$ cat src/rtl/gen_share_arbiter_pkg.sv
// Shared definitions for the gen_share_arbiter slice: FSM state encodings
// and the arbitration policy selectors used by the MODE parameter.
package gen_arb_defs;

  typedef enum logic [1:0] {
    ARB_IDLE = 2'd0,
    ARB_BUSY = 2'd1,
    ARB_GAP  = 2'd2
  } arb_state_e;

  localparam int ARB_FIXED = 0;
  localparam int ARB_RR    = 1;

endpackage

$ cat src/rtl/gen_share_arbiter_pick.sv
// Combinational rotating priority picker: first set bit of elig at or after
// base (wrapping modulo N) wins. base = 0 degenerates to lowest-index-wins.
module arb_prio_pick #(
  parameter int N    = 4,
  parameter int ID_W = 2
) (
  input  logic [N-1:0]    elig,
  input  logic [ID_W-1:0] base,
  output logic [N-1:0]    win_oh,
  output logic [ID_W-1:0] win_id,
  output logic            any
);

  always_comb begin
    win_oh = '0;
    win_id = '0;
    any    = 1'b0;
    // First pass covers base..N-1, second pass the wrapped part 0..base-1.
    for (int j = 0; j < N; j++) begin
      if (!any && elig[j] && (j >= int'(base))) begin
        any       = 1'b1;
        win_oh[j] = 1'b1;
        win_id    = ID_W'(j);
      end
    end
    for (int j = 0; j < N; j++) begin
      if (!any && elig[j]) begin
        any       = 1'b1;
        win_oh[j] = 1'b1;
        win_id    = ID_W'(j);
      end
    end
  end

endmodule

$ cat src/rtl/gen_share_arbiter.sv
// Arbiter sharing one downstream resource among N requesters, with grant
// hold, optional forced release after MAX_HOLD cycles and a one-cycle gap.
module gen_share_arbiter
  import gen_arb_defs::*;
#(
  parameter int N        = 4,
  parameter int ID_W     = 2,
  parameter int MODE     = 0,
  parameter int MAX_HOLD = 0,
  parameter int HOLD_W   = 8
) (
  input  logic            clk,
  input  logic            rst,
  input  logic            en,
  input  logic [N-1:0]    req,
  output logic [N-1:0]    gnt,
  output logic            gnt_valid,
  output logic [ID_W-1:0] gnt_id,
  output logic            timeout
);

  localparam bit              HOLD_EN   = (MAX_HOLD != 0);
  localparam logic [HOLD_W-1:0] HOLD_LAST =
    HOLD_EN ? HOLD_W'(MAX_HOLD - 1) : '0;

  arb_state_e        state_q, state_d;
  logic [N-1:0]      gnt_q, gnt_d;
  logic [ID_W-1:0]   gnt_id_q, gnt_id_d;
  logic              gnt_valid_q, gnt_valid_d;
  logic              timeout_q, timeout_d;
  logic [HOLD_W-1:0] hold_cnt_q, hold_cnt_d;
  logic [ID_W-1:0]   ptr_q, ptr_d;
  logic [N-1:0]      tmo_mask_q, tmo_mask_d;

  logic [N-1:0]    elig_masked;
  logic [N-1:0]    elig;
  logic [ID_W-1:0] pick_base;
  logic [N-1:0]    pick_oh;
  logic [ID_W-1:0] pick_id;
  logic            pick_any;
  logic            owner_req;

  // A timed-out requester that is the only one asking wins again.
  assign elig_masked = req & ~tmo_mask_q;
  assign elig        = (|elig_masked) ? elig_masked : req;
  assign owner_req   = |(req & gnt_q);

  generate
    if (MODE == ARB_RR) begin : g_rr
      assign pick_base = ptr_q;
    end else begin : g_fixed
      assign pick_base = '0;
    end
  endgenerate

  arb_prio_pick #(.N(N), .ID_W(ID_W)) u_pick (
    .elig   (elig),
    .base   (pick_base),
    .win_oh (pick_oh),
    .win_id (pick_id),
    .any    (pick_any)
  );

  always_comb begin
    state_d     = state_q;
    gnt_d       = gnt_q;
    gnt_id_d    = gnt_id_q;
    gnt_valid_d = gnt_valid_q;
    timeout_d   = 1'b0;
    hold_cnt_d  = hold_cnt_q;
    ptr_d       = ptr_q;
    tmo_mask_d  = tmo_mask_q;
    case (state_q)
      ARB_IDLE: begin
        if (en && pick_any) begin
          state_d     = ARB_BUSY;
          gnt_d       = pick_oh;
          gnt_id_d    = pick_id;
          gnt_valid_d = 1'b1;
          hold_cnt_d  = '0;
          tmo_mask_d  = '0;
          ptr_d       = (pick_id == ID_W'(N - 1)) ? '0 : pick_id + 1'b1;
        end
      end
      ARB_BUSY: begin
        if (hold_cnt_q != '1) hold_cnt_d = hold_cnt_q + 1'b1;
        if (!owner_req || (HOLD_EN && hold_cnt_q == HOLD_LAST)) begin
          state_d     = ARB_GAP;
          gnt_d       = '0;
          gnt_id_d    = '0;
          gnt_valid_d = 1'b0;
          // Voluntary release takes precedence over a coincident timeout.
          if (owner_req) begin
            timeout_d  = 1'b1;
            tmo_mask_d = gnt_q;
          end
        end
      end
      ARB_GAP: state_d = ARB_IDLE;
      default: state_d = ARB_IDLE;
    endcase
  end

  always_ff @(posedge clk) begin
    if (rst) begin
      state_q     <= ARB_IDLE;
      gnt_q       <= '0;
      gnt_id_q    <= '0;
      gnt_valid_q <= 1'b0;
      timeout_q   <= 1'b0;
      hold_cnt_q  <= '0;
      ptr_q       <= '0;
      tmo_mask_q  <= '0;
    end else begin
      state_q     <= state_d;
      gnt_q       <= gnt_d;
      gnt_id_q    <= gnt_id_d;
      gnt_valid_q <= gnt_valid_d;
      timeout_q   <= timeout_d;
      hold_cnt_q  <= hold_cnt_d;
      ptr_q       <= ptr_d;
      tmo_mask_q  <= tmo_mask_d;
    end
  end

  assign gnt       = gnt_q;
  assign gnt_valid = gnt_valid_q;
  assign gnt_id    = gnt_id_q;
  assign timeout   = timeout_q;

endmodule

$ cat config.mk
export PLATFORM = sky130hd
export DESIGN_NAME = gen_share_arbiter
export DESIGN_NICKNAME = d
export VERILOG_FILES = /design/src/rtl/gen_share_arbiter_pkg.sv /design/src/rtl/gen_share_arbiter_pick.sv /design/src/rtl/gen_share_arbiter.sv
export SDC_FILE = /design/constraint.sdc
export NUM_CORES = 1
export LEC_CHECK = 0
export ABC_AREA = 1
export ABC_CLOCK_PERIOD_IN_PS = 1100
export CORE_AREA = 5 5 42 44
export CTS_CLUSTER_DIAMETER = 50
export DETAILED_ROUTE_END_ITERATION = 8
export DIE_AREA = 0 0 47 49
export PLACE_DENSITY = 0.66
export SYNTH_ARGS = -nofsm -noshare
export SYNTH_HDL_FRONTEND = slang
export SYNTH_SLANG_ARGS = --single-unit
$ cat constraint.sdc
create_clock -name clk -period 1.1 [get_ports clk]
set_input_delay 0.165 -clock clk [delete_from_list [all_inputs] [get_ports clk]]
set_output_delay 0.165 -clock clk [all_outputs]
set_load 0.02 [all_outputs]
==> impl_metrics.env <==
export IMPL_status="completed"
export IMPL_synth_fa_ha_area_share_pct=0
export IMPL_antenna_cells=0
export IMPL_min_period_ns=1.09
export IMPL_max_cap_violations=0
export IMPL_min_path_type="input port to flop"
export IMPL_fin_crit_sh_pct=99.0
export IMPL_clock_skew_ns=0.00808
export IMPL_syn_cell_area_um2=429
export IMPL_synth_area_leader_cell="dfxtp_1"
export IMPL_cp_start_kind="flop"
export IMPL_worstHoldStart="req[2]"
export IMPL_fin_area_um2=669
export IMPL_wl_um=1040
export IMPL_power_uw=787
export IMPL_synth_compound_area_share_pct=13.7
export IMPL_synth_xor_area_share_pct=0
export IMPL_synth_top_family_by_area="simple AND/OR/NAND/NOR gates"
export IMPL_worstReg2RegStart="gnt[3]"
export IMPL_syn_instance_count=60
export IMPL_rsz0062_at_grt="true"
export IMPL_clkLatencyLatePin_ns=0.27
export IMPL_clkSlewWorstSetupHoldPaths_ns=0.06
export IMPL_hold_viol_final=0
export IMPL_worst_path_max_delay_cell="dfxtp_2"
export IMPL_path_cells="clkdlybuf4s15_1"
export IMPL_slew_viol_final=0
export IMPL_drc=0
export IMPL_final_setup_viol_count=0
export IMPL_cts_buffer_depth=2
export IMPL_dpl_hpwl_um=729
export IMPL_crit_buf_inv=1
export IMPL_ctsHoldBuffers=0
export IMPL_grt_pass1_vias=369
export IMPL_area_growth_pct=56.0
export IMPL_cp_required_ns=0.94
export IMPL_cp_startpoint="gnt[0]"
export IMPL_pin_count=15
export IMPL_seq_area_um2=184
export IMPL_final_layout_size_suffix_gt1_share_pct=44.9
export IMPL_multi_input_area_um2=275
export IMPL_grt_usage_pct=8.75
export IMPL_fillCellCount=156
export IMPL_max_freq_ghz=0.918
export IMPL_portBuffers=13
export IMPL_firstDrtPassIters=4
export IMPL_muxShareOfSynthArea_pct=0
export IMPL_yosys_area_share_simple_pct=35.6
export IMPL_end_kind="output port"
export IMPL_vias_per_cell=4.68
export IMPL_h_tree_depth=1
export IMPL_first_iter_violations=10
export IMPL_critPathArrivalTime_ns=0.92
export IMPL_worst_path_max_fanout=3
export IMPL_cts_made_buffers=3
export IMPL_power_density_mw_per_mm2=1180
export IMPL_ys_warn_count=0
export IMPL_placed_cells=90
export IMPL_grt_pass1_wl_um=1440
export IMPL_synth_area_leaders="dfxtp_1 42%, nand2_1 16%, a21oi_1 9.3%"
export IMPL_core_mm2=0.00140
export IMPL_max_stage_delay_ns=0.35
export IMPL_cts_root_buf="clkbuf_4"
export IMPL_cts_tree="yes"
export IMPL_syn_nets=67
export IMPL_yosysSeqAreaShare_pct=42.0
export IMPL_antenna_found_initial=0
export IMPL_synth_ff_latch_count=9
export IMPL_layout_setup_ws_ns=0.0109
export IMPL_via_count=440
export IMPL_gp_congestion=0.807
export IMPL_ant_nets=0
export IMPL_synth_top_area_share_pct=42.0
export IMPL_cts_sinks=9
export IMPL_p_leak_nw=0.292
export IMPL_grt_max_degree=10
export IMPL_vdd_ir_drop_max_mv=0.560
export IMPL_crit_family="flip-flops"
export IMPL_grt_overflow=0
export IMPL_syn_area_per_cell_um2=7.15
export IMPL_rows=14
export IMPL_place_area_um2=591
export IMPL_dieHeight_um=49
export IMPL_stdcell_count=94
export IMPL_dieWidth_um=47
export IMPL_crit_type="flop to output port"
export IMPL_dp_slack_ns=-0.314
export IMPL_initial_core_util_pct=30.6
export IMPL_dieArea_mm2=0.00230
export IMPL_ys_types=17
export IMPL_wl_per_cell_um=11.1
export IMPL_nets=86
-- worst paths after layout --
check / slack, ns / cells after the start / to
worst max-delay path: 0.01 / 1 / gnt[0]
worst min-delay path: 0.34 / 5 / gnt[2]
worst max register to register: 0.02 / 6 / gnt_valid
worst min register to register: 0.47 / 2 / gnt_id[1]
-- cells in the mapped netlist, drive strengths merged --
cell type and number:
o21ai 3, nand3 4, inv 6, nand2 20, dfxtp 9, a21oi 8
nor2 6, buf 2, conb 1, nor3 1
-- report_power, final --
part           leakage, nW  total, mW  switching [mW]  internal, mW
combinational        0.202      0.163          0.0961        0.0670
sequential          0.0748      0.355          0.0135         0.342
clock               0.0150      0.269           0.128         0.140
-- layer usage --
| metal | share of wire (%) | vias to the layer above | wire length, um | global-route usage, % |
|---|---|---|---|---|
| met2 | 48 | 21 | 497 | 12.7 |
| met4 | 1.6 | 0 | 17 | 5.53 |
| met1 | 43 | 194 | 444 | 11.1 |
| met5 | 0 | - | 0 | 0 |
| li1 | - | 223 | - | - |
| met3 | 7.9 | 2 | 82 | 2.21 |
-- kinds of logic after synthesis --
group / Yosys count
compound gates: 11
simple gates: 31
buf+inv: 8
other cells: 1
flops: 9
-- layout make-up --
class                      count  share of cell area [%]
multi-input combinational     43                    41.1
inverter                       6                    3.36
tap                           16                    2.99
clock buffer                   4                    3.93
timing repair buffer          16                    21.1
sequential                     9                    27.5
-- stage by stage --
stage / setup TNS [ns] / hold slack, ns / utilization, %
finish: 0 / 0.337 / 47.8
floorplan: 0 / 0.312 / -
global placement: -2.38 / 0.466 / 42.1
CTS: 0 / 0.413 / 44.1
global route: -0.160 / 0.351 / 47.8
detailed placement: -2.67 / 0.455 / 42.1
-- placed cells by master (no fill, tap or decap), drive strengths merged --
| master | count |
|---|---|
| a21oi | 8 |
| buf | 3 |
| clkbuf | 7 |
| clkdlybuf4s15 | 4 |
| clkdlybuf4s50 | 2 |
| conb | 1 |
| dfxtp | 9 |
| dlygate4sd2 | 2 |
| dlymetal6s2s | 2 |
| inv | 6 |
| nand2 | 20 |
| nand3 | 4 |
| nor2 | 6 |
| nor3 | 1 |
| o21ai | 3 |
-- timing repair --
item,4_1_cts,5_1_grt
cloned,0,0
setup buffers,0,0
pin swaps,2,5
setup endpoints to repair,14,14
resized for setup,16,28
-- flip-flops by register name, indices dropped and copies added, names as in the netlist --
signal / cells
gnt_id: 2
gnt_valid: 1
state_q: 2
gnt: 4
Power figures use the tool's default switching activity.
